===== config.mk =====
export PLATFORM = sky130hd
export DESIGN_NAME = instr_fetch_decode
export DESIGN_NICKNAME = d
export VERILOG_FILES = /design/src/rtl/instr_fetch_decode.sv
export SDC_FILE = /design/constraint.sdc
export NUM_CORES = 1
export LEC_CHECK = 0
export CORE_UTILIZATION = 45
export CTS_BUF_LIST = sky130_fd_sc_hd__clkbuf_4 sky130_fd_sc_hd__clkbuf_8
export DETAILED_ROUTE_END_ITERATION = 7
export GPL_ROUTABILITY_DRIVEN = 0
export PLACE_DENSITY = 0.73
export SLEW_MARGIN = 20
export SYNTH_ARGS = -nofsm -noshare
export SYNTH_HDL_FRONTEND = slang
export SYNTH_SLANG_ARGS = --single-unit

===== constraint.sdc =====
create_clock -name clk -period 3 [get_ports clk]
set_clock_uncertainty 0.15 [all_clocks]
set_input_delay 0.9 -clock clk [delete_from_list [all_inputs] [get_ports clk]]
set_output_delay 0.9 -clock clk [all_outputs]
set_load 0.01 [all_outputs]

===== src/rtl/instr_fetch_decode.sv =====
// Front-end fetch/decode stage: fetches 16-bit instructions, resolves JMP and HALT
// locally, and hands all other decoded instructions downstream over valid/ready.
module instr_fetch_decode #(
  parameter int unsigned INSTR_W = 16,
  parameter int unsigned AW      = 8,
  parameter int unsigned DATA_W  = 8,
  parameter int unsigned CNT_W   = 16
) (
  input  logic               clk,
  input  logic               rst_n,
  input  logic               start,
  output logic               imem_req,
  output logic [AW-1:0]      imem_addr,
  input  logic [INSTR_W-1:0] imem_rdata,
  input  logic               imem_rvalid,
  output logic               out_valid,
  input  logic               out_ready,
  output logic [3:0]         opcode,
  output logic [2:0]         write_address_reg,
  output logic [2:0]         reg1,
  output logic [2:0]         reg2,
  output logic [DATA_W-1:0]  data_in,
  output logic [AW-1:0]      pc_out,
  output logic               halted,
  output logic [CNT_W-1:0]   issued_count
);

  typedef enum logic [2:0] {
    S_IDLE  = 3'd0,
    S_FETCH = 3'd1,
    S_WAIT  = 3'd2,
    S_ISSUE = 3'd3,
    S_HALT  = 3'd4
  } state_e;

  localparam logic [3:0] OP_HALT = 4'h0;
  localparam logic [3:0] OP_JMP  = 4'hE;

  state_e             state_q;
  logic [AW-1:0]      pc_q;
  logic               imem_req_q;
  logic [AW-1:0]      imem_addr_q;
  logic               out_valid_q;
  logic [3:0]         opcode_q;
  logic [2:0]         wr_addr_q;
  logic [2:0]         reg1_q;
  logic [2:0]         reg2_q;
  logic [DATA_W-1:0]  data_in_q;
  logic [AW-1:0]      pc_out_q;
  logic               halted_q;
  logic [CNT_W-1:0]   issued_count_q;

  logic [3:0]         rd_op;
  logic [AW-1:0]      jmp_tgt;

  assign rd_op   = imem_rdata[15:12];
  assign jmp_tgt = imem_rdata[AW-1:0];

  // Control FSM; every output is a register written here.
  always_ff @(posedge clk or negedge rst_n) begin
    if (!rst_n) begin
      state_q        <= S_IDLE;
      pc_q           <= '0;
      imem_req_q     <= 1'b0;
      imem_addr_q    <= '0;
      out_valid_q    <= 1'b0;
      opcode_q       <= '0;
      wr_addr_q      <= '0;
      reg1_q         <= '0;
      reg2_q         <= '0;
      data_in_q      <= '0;
      pc_out_q       <= '0;
      halted_q       <= 1'b0;
      issued_count_q <= '0;
    end else begin
      imem_req_q <= 1'b0;
      case (state_q)
        S_IDLE: begin
          if (start) begin
            pc_q        <= '0;
            imem_addr_q <= '0;
            imem_req_q  <= 1'b1;
            state_q     <= S_FETCH;
          end
        end
        S_FETCH: begin
          state_q <= S_WAIT;
        end
        S_WAIT: begin
          if (imem_rvalid) begin
            if (rd_op == OP_HALT) begin
              halted_q <= 1'b1;
              state_q  <= S_HALT;
            end else if (rd_op == OP_JMP) begin
              pc_q        <= jmp_tgt;
              imem_addr_q <= jmp_tgt;
              imem_req_q  <= 1'b1;
              state_q     <= S_FETCH;
            end else begin
              opcode_q    <= rd_op;
              wr_addr_q   <= imem_rdata[11:9];
              reg1_q      <= imem_rdata[8:6];
              reg2_q      <= imem_rdata[5:3];
              data_in_q   <= DATA_W'(imem_rdata[5:0]);
              pc_out_q    <= pc_q;
              pc_q        <= pc_q + AW'(1);
              out_valid_q <= 1'b1;
              state_q     <= S_ISSUE;
            end
          end
        end
        S_ISSUE: begin
          // Fetch of the next instruction starts on the handshake edge.
          if (out_ready) begin
            out_valid_q <= 1'b0;
            if (issued_count_q != '1) begin
              issued_count_q <= issued_count_q + CNT_W'(1);
            end
            imem_addr_q <= pc_q;
            imem_req_q  <= 1'b1;
            state_q     <= S_FETCH;
          end
        end
        S_HALT: begin
          if (start) begin
            halted_q    <= 1'b0;
            pc_q        <= '0;
            imem_addr_q <= '0;
            imem_req_q  <= 1'b1;
            state_q     <= S_FETCH;
          end
        end
        default: begin
          state_q <= S_IDLE;
        end
      endcase
    end
  end

  assign imem_req          = imem_req_q;
  assign imem_addr         = imem_addr_q;
  assign out_valid         = out_valid_q;
  assign opcode            = opcode_q;
  assign write_address_reg = wr_addr_q;
  assign reg1              = reg1_q;
  assign reg2              = reg2_q;
  assign data_in           = data_in_q;
  assign pc_out            = pc_out_q;
  assign halted            = halted_q;
  assign issued_count      = issued_count_q;

endmodule


==> flow_summary.ini, run 1 <==
[route]
drtIter0Drc = 97
post_drt_via_cell_ratio = 5.37
firstDrtPassIters = 6
vias = 2225
wl_per_cell_um = 15.1
wl_mm = 6.26
final_antenna_net_count = 0
drc = 12

[setup_path]
reg2reg_to = issued_count[1]
critPathMaxFanout = 25
slowest_delay_ns = 0.56
critical_path_class = in2reg
rrSetupSlack_ns = 1.06
r2r-start = issued_count[13]
crit_buf_inv = 2
crit_slowest_cell = or4_4
startpoint_type = input pin
arrival_ns = 2.70
cp_top_family = simple AND/OR/NAND/NOR gates
end_kind = register
reg2regPathDepth = 4
cp_cell_sequence = clkdlybuf4s50_1 -> or4_4 -> and2_4 -> nand2b_2 -> buf_12 -> mux2_1
cp_data_required_time_ns = 3.06

[placement]
place_inst = 398
place_hpwl_mm = 4.38
pre_cts_ws_ns = 0.00643
port_buffers = 74

[sta]
final_max_slew_viol_count = 0
fin_crit_sh = 0.880
rsz0062_at_grt = no
slew_headroom = 0.611
worst_pin_slew_ns = 0.584
layout_setup_ws_ns = 0.359
min_period_ns = 2.64
finalSetupViolCount = 0
worst_hold_slack_ns = 0.336
tns_ns = 0
max_freq_mhz = 379
hold_viol_final = 0

[die]
core-area_um2 = 6420
die-width_um = 84.1
dieArea_um2 = 7070
die_y_um = 84.1
rows = 29
ioPinCount = 77
start_util = 0.472

[clocking]
clock-sinks = 62
cts_buffer_depth = 2
clock_latency_ns = 0.34
cts_buffers = 9
htreeDepth = 3
clock-root-buffer = clkbuf_8
cts-hold-fix-buffers = 0
cts_resized = 0
cts_tree = done
path_clk_slew_ns = 0.07
cts_setup_buffers = 0

[logic_synthesis]
async_flop_share = 1.00
yosysSeqAreaShare = 0.512
synth_commonest_cells = 62 x dfrtp_1, 19 x a21oi_1, 19 x mux2_4
synth-edff-count = 0
syn_area_per_cell_um2 = 12.0
synth.area.top_cells = dfrtp_1 51%, mux2_4 9.4%, a21oi_1 3.1%
synth_top_area_frac = 0.512
netlist_instances = 252
post-synth-top-area-cell = dfrtp_1
ys_ff_latch = 62
ys_types = 45
yosysMostFrequentCell = dfrtp_1
netlist_area_um2 = 3030
ys_warn_count = 0
ys.flop_type = dfrtp_1

[pwr]
powerDensity_nw_per_um2 = 914
vdd_ir_drop_max_mv = 0.572
leakage_nw = 1.78

[grt]
grtUsageTotal = 0.190
grt_max_degree = 39
grt_pass1_vias = 2157
antenna_found_initial = 0
grt_pass1_wl_mm = 10.5
overflow = 0

[min_path]
hold_start = imem_addr[4]
hold_path.class = reg2reg
min_to = imem_addr[4]
holdPathStages = 2

[layout]
largest_register_ffs = 16
diodes = 0
multiInputGateArea_um2 = 1350
final_cells = 414
synthToLayoutAreaGrowth_pct = 32.5
final_nets = 355
register_area_um2 = 1550
drive_gt1_frac = 0.163
fillerInstances = 517

[run_status]
violations = design-rule violations
status = finished, violations left

[job]
cap_violations = 0
cells in the final DEF (no fill, tap or decap), drive strengths merged, types with 2 or more instances in the layout:
| cell type | Yosys | layout |
|---|---|---|
| clkinvlp | 0 | 3 |
| clkbuf | 4 | 10 |
| o2bb2ai | 6 | 6 |
| mux2 | 26 | 26 |
| xnor2 | 4 | 4 |
| inv | 4 | 4 |
| nand4 | 9 | 9 |
| ha | 2 | 2 |
| and3 | 4 | 4 |
| clkdlybuf4s50 | 0 | 73 |
| dfrtp | 62 | 62 |
| a21oi | 19 | 19 |
| and4b | 3 | 3 |
| or2 | 3 | 3 |
| nor2 | 8 | 8 |
| nand3 | 5 | 5 |
| nor3b | 12 | 12 |
| clkinv | 0 | 3 |
| xor2 | 10 | 10 |
| o21ai | 16 | 16 |
| nor3 | 6 | 6 |
| nor4 | 6 | 6 |
| conb | 1 | 2 |
| nand2 | 13 | 13 |
| buf | 12 | 11 |
| nor4b | 2 | 2 |
| a22o | 2 | 2 |
metrics by stage:
| step | power [mW] | util | cell area (um2) |
|---|---|---|---|
| detailed placement | 3.05 | 0.599 | 3840 |
| floorplan | 2.33 | - | 3040 |
| CTS | 3.72 | 0.626 | 4020 |
| finish | 3.68 | 0.626 | 4020 |
| global route | 3.92 | 0.626 | 4020 |
| global placement | 3.01 | 0.599 | 3840 |
worst max-delay path by stage:
stage / startpoint / endpoint / slack (ns) / cells past startpoint
finish: imem_rdata[15] / opcode[2] / 0.36 / 6
global route: imem_rdata[15] / data_in[0] / 0.32 / 6
CTS: imem_rdata[15] / opcode[2] / 0.37 / 6
detailed placement: imem_rdata[15] / opcode[2] / 0.006 / 6
global placement: imem_rdata[15] / data_in[2] / 0.05 / 6
floorplan: imem_rdata[15] / opcode[3] / 0.51 / 6
final cells by class:
class | count | area share
tap | 77 | 0.0240
timing repair buffer | 84 | 0.208
clock buffer | 10 | 0.0342
sequential | 62 | 0.386
inverter | 4 | 0.00373
clock inverter | 6 | 0.00934
multi-input combinational | 171 | 0.335
worst reg2reg max path: stages, from the launching register on:
cell and delay [ns]:
dfrtp_1 0.43, nand4_1 0.27, nor4_4 0.49, nor2_1 0.15, mux2_1 0.33
routing by layer:
metal	vias up	part of all wire	track usage
met5	-	0	0
met4	0	0.017	0.0815
met3	10	0.048	0.0356
met2	71	0.45	0.288
met1	1066	0.49	0.267
li1	1078	-	-
report_power, final:
part,switching [mW],internal (mW),leakage (nW)
sequential,0.269,1.15,0.789
clock,0.326,0.317,0.0841
combinational,0.662,0.953,0.908
cells by family after synthesis:
group	Yosys count	synth area share
simple gates	78	0.170
compound gates	48	0.0998
flops	62	0.512
buf+inv	20	0.0458
other cells	1	0.00124
mux	27	0.123
fa+ha+maj	2	0.00825
xor+xnor	14	0.0404
(Power assumes the default switching activity.)
==> inputs of run 2 (changes only) <==
--- a/config.mk
+++ b/config.mk
@@ -5,11 +5,13 @@
 export SDC_FILE = /design/constraint.sdc
 export NUM_CORES = 1
 export LEC_CHECK = 0
-export CORE_UTILIZATION = 45
+export CELL_PAD_IN_SITES_DETAIL_PLACEMENT = 1
+export CELL_PAD_IN_SITES_GLOBAL_PLACEMENT = 2
+export CORE_UTILIZATION = 35
 export CTS_BUF_LIST = sky130_fd_sc_hd__clkbuf_4 sky130_fd_sc_hd__clkbuf_8
 export DETAILED_ROUTE_END_ITERATION = 7
 export GPL_ROUTABILITY_DRIVEN = 0
-export PLACE_DENSITY = 0.73
+export PLACE_DENSITY = 0.86
 export SLEW_MARGIN = 20
 export SYNTH_ARGS = -nofsm -noshare
 export SYNTH_HDL_FRONTEND = slang
==> run 2 against run 1 <==
- sequential cell count is the same
- the flow now finishes without violations
- non-clock buffer count grew 1
- critical path depth is the same
- power grew 6.4%
- routed wire length grew 15%
- first-iteration DRC count shrank 3.1%
- cell area grew 2.9%
- maximum frequency grew 0.22%
- clock-buffer cell count is the same
- cell count grew 7.0%
- critical path type unchanged
- die area grew 28%
- setup slack gained 0.0059 ns
==> flow_summary.ini, run 2 (same netlist as run 1, synthesis figures left out) <==
[sta]
finalSetupViolCount = 0
max_freq_mhz = 379
fin_crit_sh = 0.878
worst_pin_slew_ns = 0.599
slew_headroom = 0.600
min_period_ns = 2.64
hold_viol_final = 0
rsz0062_at_grt = no
final_max_slew_viol_count = 0
layout_setup_ws_ns = 0.365

[setup_path]
crit_slowest_cell = or4_4
cp-startpoint = imem_rdata[15]
end_kind = register
cp_cell_sequence = clkdlybuf4s50_1 -> or4_4 -> and2_4 -> nand2b_2 -> buf_12 -> mux2_1
reg2reg_to = issued_count[1]
critPathMaxFanout = 16
slowest_delay_ns = 0.56
cp_data_required_time_ns = 3.08
arrival_ns = 2.72
critical_path_class = in2reg
reg2regPathDepth = 5
startpoint_type = input pin
endpoint = data_in[0]
rrSetupSlack_ns = 1.03
r2r-start = issued_count[0]

[clocking]
cts_buffers = 9
cts_resized = 0
clock-root-buffer = clkbuf_8
cts_buffer_depth = 2
path_clk_slew_ns = 0.07
clock-sinks = 62
cts-hold-fix-buffers = 0
clock_latency_ns = 0.35
cts_setup_buffers = 0
cts_tree = done
htreeDepth = 3

[die]
core-area_um2 = 8300
start_util = 0.365
die-width_um = 95.1
rows = 33
ioPinCount = 77
die_y_um = 95.1
dieArea_um2 = 9040

[layout]
layout_common_cells = 73 x clkdlybuf4s50_1, 62 x dfrtp_1, 19 x mux2_4, 19 x a21oi_1, 13 x nand2_1
final_nets = 356
synthToLayoutAreaGrowth_pct = 36.3
layout_commonest_cell = clkdlybuf4s50_1
drive_gt1_frac = 0.166
fillerInstances = 901
largest_register_ffs = 16
diodes = 0

[pwr]
leakage_nw = 1.82
powerDensity_nw_per_um2 = 946
p_total_mw = 3.91
vdd_ir_drop_max_mv = 0.488

[route]
met1Wirelength_mm = 3.33
vias = 2259
top_layer = met4
met3_length_um = 357
firstDrtPassIters = 4
wl_per_cell_um = 16.2
wl_mm = 7.16
drc = 0
drtIter0Drc = 94
final_antenna_net_count = 0
post_drt_via_cell_ratio = 5.10
dr_wl_met2_mm = 3.40

[min_path]
hold_path.class = reg2reg

[grt]
antenna_found_initial = 0
grt_max_degree = 40
grtUsageTotal = 0.178
overflow = 0
grt_pass1_vias = 2382
grt_pass1_wl_mm = 12.2

[placement]
place_hpwl_mm = 5.12
port_buffers = 74
pre_cts_ws_ns = -0.00913

[job]
cap_violations = 0

[run_status]
status = finished, final reports clean
-- run 2: final cells by class --
type | instances | area (um2) | area share
Multi-Input combinational cell | 171 | 1350 | 0.326
Inverter | 4 | 15.0 | 0.00363
Tap cell | 105 | 131 | 0.0318
Clock inverter | 6 | 85.1 | 0.0206
Sequential cell | 62 | 1550 | 0.375
Clock buffer | 10 | 138 | 0.0333
Timing Repair Buffer | 85 | 868 | 0.210
-- run 2: how the worst min path moves through the flow --
| stage | cells after the start | from | slack [ns] | end |
|---|---|---|---|---|
| after floorplan | 1 | state_q[2] | 0.34 | state_q[1] |
| after global placement | 2 | imem_addr[7] | 0.32 | imem_addr[7] |
| after detailed placement | 2 | imem_addr[3] | 0.33 | imem_addr[3] |
| after CTS | 2 | imem_addr[3] | 0.35 | imem_addr[3] |
| after global routing | 1 | issued_count[7] | 0.38 | issued_count[7] |
| final | 2 | imem_addr[7] | 0.34 | imem_addr[7] |
-- run 2: through the flow --
stage	util	instances	hold WS, ns	TNS [ns]	area [um2]
floorplan	-	253	0.343	0	3040
global placement	0.471	427	0.319	0	3910
detailed placement	0.471	427	0.333	-0.0236	3910
CTS	0.498	443	0.350	0	4140
global route	0.498	443	0.379	0	4140
finish	0.498	443	0.341	0	4140
-- run 2: report_power, final --
group,leakage [nW],internal [mW],switching (mW)
Sequential,0.789,1.15,0.275
Clock,0.108,0.487,0.335
Combinational,0.924,0.984,0.682
-- run 2: metal layers --
layer  vias up  track usage
met1      1118        0.229
met5         -            0
li1       1079            -
met2        56        0.283
met3         6       0.0606
met4         0       0.0530
-- run 2: critical path, delay by kind of cell --
family                 cells  cell delay [ns]
buffers and inverters      2             0.61
AND/OR/NAND/NOR            3             0.87
multiplexers               1             0.33
==> inputs of run 3 (changes only) <==
--- a/config.mk
+++ b/config.mk
@@ -7,11 +7,13 @@
 export LEC_CHECK = 0
 export CELL_PAD_IN_SITES_DETAIL_PLACEMENT = 1
 export CELL_PAD_IN_SITES_GLOBAL_PLACEMENT = 2
+export CORE_MARGIN = 3
 export CORE_UTILIZATION = 35
 export CTS_BUF_LIST = sky130_fd_sc_hd__clkbuf_4 sky130_fd_sc_hd__clkbuf_8
 export DETAILED_ROUTE_END_ITERATION = 7
 export GPL_ROUTABILITY_DRIVEN = 0
 export PLACE_DENSITY = 0.86
+export SKIP_LAST_GASP = 1
 export SLEW_MARGIN = 20
 export SYNTH_ARGS = -nofsm -noshare
 export SYNTH_HDL_FRONTEND = slang
==> run 3 against run 2 <==
- core utilization down 0.26 points
- critical path type unchanged
- critical path depth unchanged
- combinational power about the same
- first-iteration DRC count down 48%
- sequential share of layout area up 0.19 points
- largest cell class unchanged
- via count up 1.1%
==> flow_summary.ini, run 3 (same netlist as run 1, synthesis figures left out) <==
[run_status]
status = finished, final reports clean

[grt]
antenna_found_initial = 0
grtUsageTotal = 0.158
overflow = 0
grt_pass1_vias = 2483
grt_max_degree = 63
grt_pass1_wl_mm = 12.5

[route]
wl_mm = 7.35
drtIter0Drc = 49
firstDrtPassIters = 4
post_drt_via_cell_ratio = 5.17
vias = 2283
wl_per_cell_um = 16.6
drc = 0
final_antenna_net_count = 0

[clocking]
cts_buffer_depth = 2
cts_tree = done
path_clk_slew_ns = 0.08
cts_setup_buffers = 0
cts_buffers = 9
clock-root-buffer = clkbuf_8
clock_latency_ns = 0.35
htreeDepth = 3
cts-hold-fix-buffers = 0
clock-sinks = 62
cts_resized = 0

[setup_path]
critPathMaxFanout = 8
crit_slowest_cell = or4_4
cp_data_required_time_ns = 3.08
arrival_ns = 2.67
crit_buf_inv = 2
cp_top_family = simple AND/OR/NAND/NOR gates
critical_path_class = in2reg
slowest_delay_ns = 0.55
cp_cell_sequence = clkdlybuf4s50_1 -> or4_4 -> and2_4 -> nand2b_2 -> buf_4 -> mux2_1
end_kind = register
startpoint_type = input pin

[layout]
layout_common_cells = 73 x clkdlybuf4s50_1, 62 x dfrtp_1, 19 x mux2_4, 19 x a21oi_1, 13 x nand2_1
final_nets = 355
layout_commonest_cell = clkdlybuf4s50_1
largest_register_ffs = 16
synthToLayoutAreaGrowth_pct = 35.6
diodes = 0
drive_gt1_frac = 0.163
final_cells = 442

[die]
die-width_um = 99.1
rows = 33
core-area_um2 = 8300
dieArea_um2 = 9820
start_util = 0.365
die_y_um = 99.1
ioPinCount = 77

[sta]
fin_crit_sh = 0.864
worst_pin_slew_ns = 0.587
tns_ns = 0
slew_headroom = 0.609
final_max_slew_viol_count = 0
finalSetupViolCount = 0
hold_viol_final = 0
rsz0062_at_grt = no
min_period_ns = 2.59
max_freq_mhz = 386

[pwr]
clock_power_share = 0.210
netSwitchingFraction = 0.337
powerDensity_nw_per_um2 = 950
leakage_nw = 1.81
p_int_mw = 2.59
vdd_ir_drop_max_mv = 0.337
p_sw_mw = 1.32
pwr-share-comb = 0.426
p_seq_frac = 0.365

[placement]
place_inst = 426
port_buffers = 74
place_hpwl_mm = 5.31

[job]
cap_violations = 0

[min_path]
hold_path.class = reg2reg
run 3: cell types whose count changed in the layout (fill, tap and decap cells not counted), sizes merged:
cell,before,now
buf,12,11
clkbuf,10,9
inv,4,5
run 3: power by group through the flow:
stage	logic (mW)	registers (mW)	clock network, mW
3_3_place_gp	1.63	1.43	0
3_5_place_dp	1.69	1.44	0
2_1_floorplan	0.851	1.48	0
6_report	1.66	1.43	0.819
4_1_cts	1.69	1.43	0.844
5_1_grt	1.80	1.49	0.880
run 3: final cells by class:
cell class                      instances  area [um2]
Clock buffer                            9         124
Clock inverter                          7        97.6
Fill cell                             896        4190
Inverter                                4        15.0
Multi-Input combinational cell        171        1350
Sequential cell                        62        1550
Tap cell                              105         131
Timing Repair Buffer                   84         848
run 3: path summary, 6_finish.rpt:
kind	cells past startpoint	slack, ns	startpoint	endpoint
setup reg to reg	5	1.01	issued_count[0]	issued_count[1]
hold / removal	2	0.34	imem_addr[7]	imem_addr[7]
max in group asynchronous	2	2.01	rst_n	issued_count[11]
setup / recovery	6	0.41	imem_rdata[15]	opcode[2]
min in group asynchronous	2	0.41	rst_n	pc_q[2]
hold reg to reg	2	0.34	imem_addr[7]	imem_addr[7]
run 3: tightest hold or removal path: stages, from the launching register on:
cell     delay [ns]
dfrtp_1        0.35
nand2_1        0.05
o21ai_1        0.06
run 3: metal layers:
layer	global-route usage	share of wire
met1	0.207	0.46
met2	0.247	0.49
met3	0.0498	0.045
met4	0.0567	0.012
met5	0	0
run 3: through the flow:
step	utilization	hold WS, ns	power, mW	instance area (um2)	worst slack (ns)
6_report	0.496	0.340	3.91	4110	0.408
5_1_grt	0.496	0.372	4.17	4110	0.324
4_1_cts	0.496	0.347	3.97	4110	0.417
3_5_place_dp	0.469	0.329	3.13	3890	0.0349
3_3_place_gp	0.469	0.317	3.07	3890	0.0742
2_1_floorplan	-	0.343	2.33	3040	0.506
